### config.mk
export PLATFORM = sky130hd
export DESIGN_NAME = alu_share_arbiter
export DESIGN_NICKNAME = d
export VERILOG_FILES = /design/src/rtl/alu_share_arbiter.sv
export SDC_FILE = /design/constraint.sdc
export NUM_CORES = 1
export LEC_CHECK = 0
export ABC_AREA = 1
export BUFFER_PORTS_ARGS = -buffer_cell sky130_fd_sc_hd__buf_4
export CAP_MARGIN = 20
export CORE_ASPECT_RATIO = 0.9
export CORE_MARGIN = 2
export CORE_UTILIZATION = 41
export CTS_CLUSTER_DIAMETER = 40
export DETAILED_ROUTE_END_ITERATION = 7
export PLACE_DENSITY = 0.74
export SYNTH_ARGS = -nofsm -noshare
export SYNTH_HDL_FRONTEND = slang
export SYNTH_SLANG_ARGS = --single-unit
### constraint.sdc
create_clock -name clk -period 1.5 [get_ports clk]
set_input_delay 0.225 -clock clk [delete_from_list [all_inputs] [get_ports clk]]
set_output_delay 0.225 -clock clk [all_outputs]
set_load 0.01 [all_outputs]
### src/rtl/alu_share_arbiter.sv
// Arbitrates one shared ALU between the CPU datapath and the DMA engine.
// CPU has fixed priority; a saturating starvation counter forces a DMA win after STARVE_MAX losses.
module alu_share_arbiter #(
  parameter int WIDTH      = 32,
  parameter int STARVE_MAX = 3
) (
  input  logic             clk,
  input  logic             rst_n,
  input  logic             cpu_req,
  input  logic [WIDTH-1:0] cpu_a,
  input  logic [WIDTH-1:0] cpu_b,
  input  logic [2:0]       cpu_funct,
  input  logic             dma_req,
  input  logic [WIDTH-1:0] dma_a,
  input  logic [WIDTH-1:0] dma_b,
  input  logic [2:0]       dma_funct,
  output logic [WIDTH-1:0] alu_a,
  output logic [WIDTH-1:0] alu_b,
  output logic [2:0]       alu_funct,
  input  logic [WIDTH-1:0] alu_y,
  input  logic             alu_zero,
  output logic [WIDTH-1:0] result,
  output logic             result_zero,
  output logic             cpu_done,
  output logic             dma_done,
  output logic             busy,
  output logic             owner
);

  localparam logic [3:0] STARVE_LIM = 4'(STARVE_MAX);

  typedef enum logic [1:0] {
    ST_IDLE = 2'd0,
    ST_EXEC = 2'd1,
    ST_RESP = 2'd2
  } state_t;

  state_t     state_r;
  state_t     state_nxt_s;
  logic [3:0] starve_cnt_r;
  logic [3:0] starve_nxt_s;
  logic       grant_s;
  logic       pick_dma_s;

  // Next-state, winner selection and starvation-count update
  always_comb begin
    state_nxt_s  = state_r;
    starve_nxt_s = starve_cnt_r;
    grant_s      = 1'b0;
    pick_dma_s   = 1'b0;
    case (state_r)
      ST_IDLE: begin
        if (cpu_req || dma_req) begin
          grant_s     = 1'b1;
          pick_dma_s  = dma_req & (~cpu_req | (starve_cnt_r == STARVE_LIM));
          state_nxt_s = ST_EXEC;
          // DMA losing a contested round moves it closer to a forced win
          if (pick_dma_s) begin
            starve_nxt_s = 4'd0;
          end else if (dma_req && (starve_cnt_r < STARVE_LIM)) begin
            starve_nxt_s = starve_cnt_r + 4'd1;
          end else begin
            starve_nxt_s = starve_cnt_r;
          end
        end else begin
          state_nxt_s = ST_IDLE;
        end
      end
      ST_EXEC: state_nxt_s = ST_RESP;
      ST_RESP: state_nxt_s = ST_IDLE;
      default: state_nxt_s = ST_IDLE;
    endcase
  end

  // State, operand latch, result capture and done pulses
  always_ff @(posedge clk) begin
    if (!rst_n) begin
      state_r      <= ST_IDLE;
      starve_cnt_r <= 4'd0;
      alu_a        <= '0;
      alu_b        <= '0;
      alu_funct    <= 3'd0;
      result       <= '0;
      result_zero  <= 1'b0;
      cpu_done     <= 1'b0;
      dma_done     <= 1'b0;
      busy         <= 1'b0;
      owner        <= 1'b0;
    end else begin
      state_r      <= state_nxt_s;
      starve_cnt_r <= starve_nxt_s;
      busy         <= (state_nxt_s != ST_IDLE);
      cpu_done     <= (state_r == ST_EXEC) & ~owner;
      dma_done     <= (state_r == ST_EXEC) & owner;
      if (grant_s) begin
        alu_a     <= pick_dma_s ? dma_a : cpu_a;
        alu_b     <= pick_dma_s ? dma_b : cpu_b;
        alu_funct <= pick_dma_s ? dma_funct : cpu_funct;
        owner     <= pick_dma_s;
      end
      if (state_r == ST_EXEC) begin
        result      <= alu_y;
        result_zero <= alu_zero;
      end
    end
  end

endmodule

==> key figures <==
Critical path
  – CP Max Fanout: 12
  – Worst path cell trace: ha_4 > inv_2 > a21boi_4 > nand3_4 > clkbuf_16 > buf_12 > nand2_1 > nand3_1 > nand2_1 > inv_1
  – Slowest stage cell, crit path: dfxtp_2
  – Worst Path Arrival: between 1.5 and 2 ns
  – Crit Path Class: reg -> reg
  – FF-to-FF Start: starve_cnt_r[1]
  – Crit-path leading delay family: buffers and inverters
  – R2r worst-path depth: 10
  – CP Buf/Inv Count: 4
  – Reg2Reg Capture Point: alu_a[15]
  – R2R Setup Slk: -0.04 ns
  – Crit. End Element: flop
  – Critical path startpoint category: flop
  – Worst Setup EP: alu_a[15]
  – Most frequent CP cell: nand2_1
  – CP startpoint: starve_cnt_r[1]
  – Critical path depth in cells: 10
  – CP peak stage delay: 0.36 ns
  – CP required: 1.75 ns

Clock network
  – Number of CTS-inserted buffers: 9
  – Clock transition at path regs: 0.08 ns
  – H-tree levels: 3
  – Worst skew pair latency: around 0.35 ns
  – Sink Count: 110
  – CTS tree: done
  – Bufs on Longest Clock Path: 2
  – Hold Buf Count CTS: 0
  – Root Driver: clkbuf_16

STA
  – Worst Tran Pin Value: slightly below 0.6 ns
  – Fin. Hold Viols: 0
  – RSZ-0062 raised after global routing: yes
  – Rel. slew slack: 0.6070
  – Final Slew Violations: 0
  – Setup Skew: 0.009182 ns
  – Min setup slack post-route: -0.04030 ns
  – Worst hold margin: 0.09175 ns
  – Crit path time final: 1.540 ns
  – Period utilisation layout: 1.027
  – Fmax: ~650 MHz
  – Final setup fails: 42

Placement
  – Placer congestion estimate: 0.8267
  – Placed cell areas: 0.007322 sq mm
  – Placed cell count: 1163
  – Place WS: about 0.057 ns
  – Post-detail-place hpwl: between 10000 and 15000 microns
  – Buffers on Ports: 274

Final layout
  – Commonest non-fill, non-tap cells in the layout: buf_4 (282), nor2_1 (212), dfxtp_1 (108)
  – Final nets: 1202
  – Most common cell after layout, fill and taps aside: buf_4
  – Antenna Diode Count: 0
  – Share of layout cells above drive strength 1: 0.3913
  – Area growth syn-to-layout: 64.08%
  – Finished Layout Cells: approximately 1200
  – Final core occ: 0.6898
  – Fin area: roughly 0.0083 sq mm

Detailed routing
  – Vias per std cell: around 5
  – Total Wirelength: approximately 19000 microns
  – Pre-antenna DRT Iters: 8
  – Antenna viol nets, final: 0
  – Iter 0 DRT Violations: 593
  – # DRC: 0
  – Routed len/inst: about 16 microns
  – Via count: 6049

Global route
  – Vias in the first global route: between 4000 and 5000
  – Largest net degree at the start of global routing: 76
  – Number of antenna violations at the first check in global routing: 0
  – First-pass GRT wire length: 24360 microns
  – GRT Total Usage: 0.2304
  – Grt ovf: 0

Run
  – Max-Cap Viols: 0

Yosys
  – Yosys warning count: 0
  – Mapped Area: 0.005057 sq mm
  – Distinct cells, synth: 18
  – Syn_area_per_cell: 6.551 sq um
  – Fraction of registers with async set/reset: 0
  – Top post-synthesis cells by area: dfxtp_1 (44%), nor2_1 (16%), nand2_1 (10%), nand4_1 (8.3%), nand3_1 (6.7%)
  – Ys flop type: dfxtp_1
  – Post-synth EDFFs: 0
  – Syn_nets: 944
  – Area leader, netlist: dfxtp_1
  – Share of the synthesized area in the top cell type: 0.4354
  – #FFs+latches synth: 110
  – Post-synthesis sequential area ratio: 0.4354
  – Syn Inst Count: 772

Outcome
  – Status: finished, violations left
  – Failing checks: setup timing

Die
  – Die height: 109.4 microns
  – Die Span X: 121.1 microns
  – I/O Pins: 275
  – Core Area: 0.01203 sq mm
  – Die ar.: 0.01324 sq mm
  – FP Rows: 38
  – Initial Utilization: 0.4204

Worst hold path
  – Hold crit path type: in -> reg

Power and ir drop
  – Pwr Density: 1015 mW/mm^2
  – Lkg Pwr: 4.471 nW
  – Max VDD drop: 0.5251 mV
## layer usage
| layer | vias to the layer above | GRT usage | wire length [microns] |
|---|---|---|---|
| met5 | - | 0 | 0 |
| met4 | 0 | 0.07143 | 426 |
| met3 | 34 | 0.06846 | 1582 |
| met2 | 291 | 0.3788 | 9203 |
| met1 | 2759 | 0.2925 | 7606 |
| li1 | 2965 | - | - |
## synthesized netlist by cell type, types with 2 or more instances
library cell and count:
dfxtp_1 110, nand2_1 138, inv_1 72, o21ai_1 2, buf_4 3, nand3_1 68
o21ai_0 35, nand4_1 67, clkbuf_1 35, buf_2 21, a21oi_1 2, nor2_1 212
inv_2 2
## how the worst min path moves through the flow
stage	slack [ns]	from	cells past startpoint	end
after floorplan	0.36	alu_y[0]	2	result[0]
after global placement	0.44	alu_y[27]	3	result[27]
after detailed placement	0.45	alu_y[27]	3	result[27]
after CTS	0.08	alu_y[9]	3	result[9]
after global routing	0.1	alu_y[4]	3	result[4]
final	0.09	alu_y[9]	3	result[9]
## flip-flops by register name, summed over array words and instances, names as in the netlist
register,flops
dma_done,1
busy,1
result,32
alu_b,32
alu_a,32
owner,1
result_zero,1
state_r,2
cpu_done,1
starve_cnt_r,4
alu_funct,3
## through the flow
stage / power, W / TNS [ns]
2_1_floorplan: 0.004539 / 0
3_3_place_gp: 0.005647 / 0
3_5_place_dp: 0.005667 / 0
4_1_cts: 0.008148 / -0.001420
5_1_grt: 0.008853 / -3.469
6_report: 0.008423 / -0.5745
## power breakdown
part	switching (W)	leakage [nW]	total (W)	internal [W]
clock	0.00107	0.154	0.00247	0.00140
sequential	0.000167	0.912	0.00340	0.00324
combinational	0.00130	3.41	0.00255	0.00125
## cell type report
type,count,area (sq um)
timing repair buffer,306,2615
fill,1041,3731
clock inverter,4,52.55
multi-input combinational,529,2678
sequential,110,2205
tap,160,200.2
clock buffer,12,256.5
inverter,74,291.5
## worst register-to-register path, cell delays in order (launching register included)
cell,delay [ns]
dfxtp_2,0.36
ha_4,0.14
inv_2,0.04
a21boi_4,0.21
nand3_4,0.13
clkbuf_16,0.18
buf_12,0.15
nand2_1,0.07
nand3_1,0.07
nand2_1,0.07
inv_1,0.04
## logic make-up (layout without fill, tap and decap cells)
kind of cell / count (synthesis) / in the layout / synth area share
fa+ha+maj: 1 / 1 / 0.002474
buf+inv: 133 / 396 / 0.1061
compound gates: 40 / 40 / 0.04082
simple gates: 488 / 488 / 0.4151
flops: 110 / 110 / 0.4354
## what timing repair did
item | CTS | global route
pin swaps | 1 | 28
buffers inserted | 0 | 4
cloned | 0 | 12
setup endpoints to repair | 1 | 69
gates resized for setup | 1 | 98
Power figures use the tool's default switching activity.
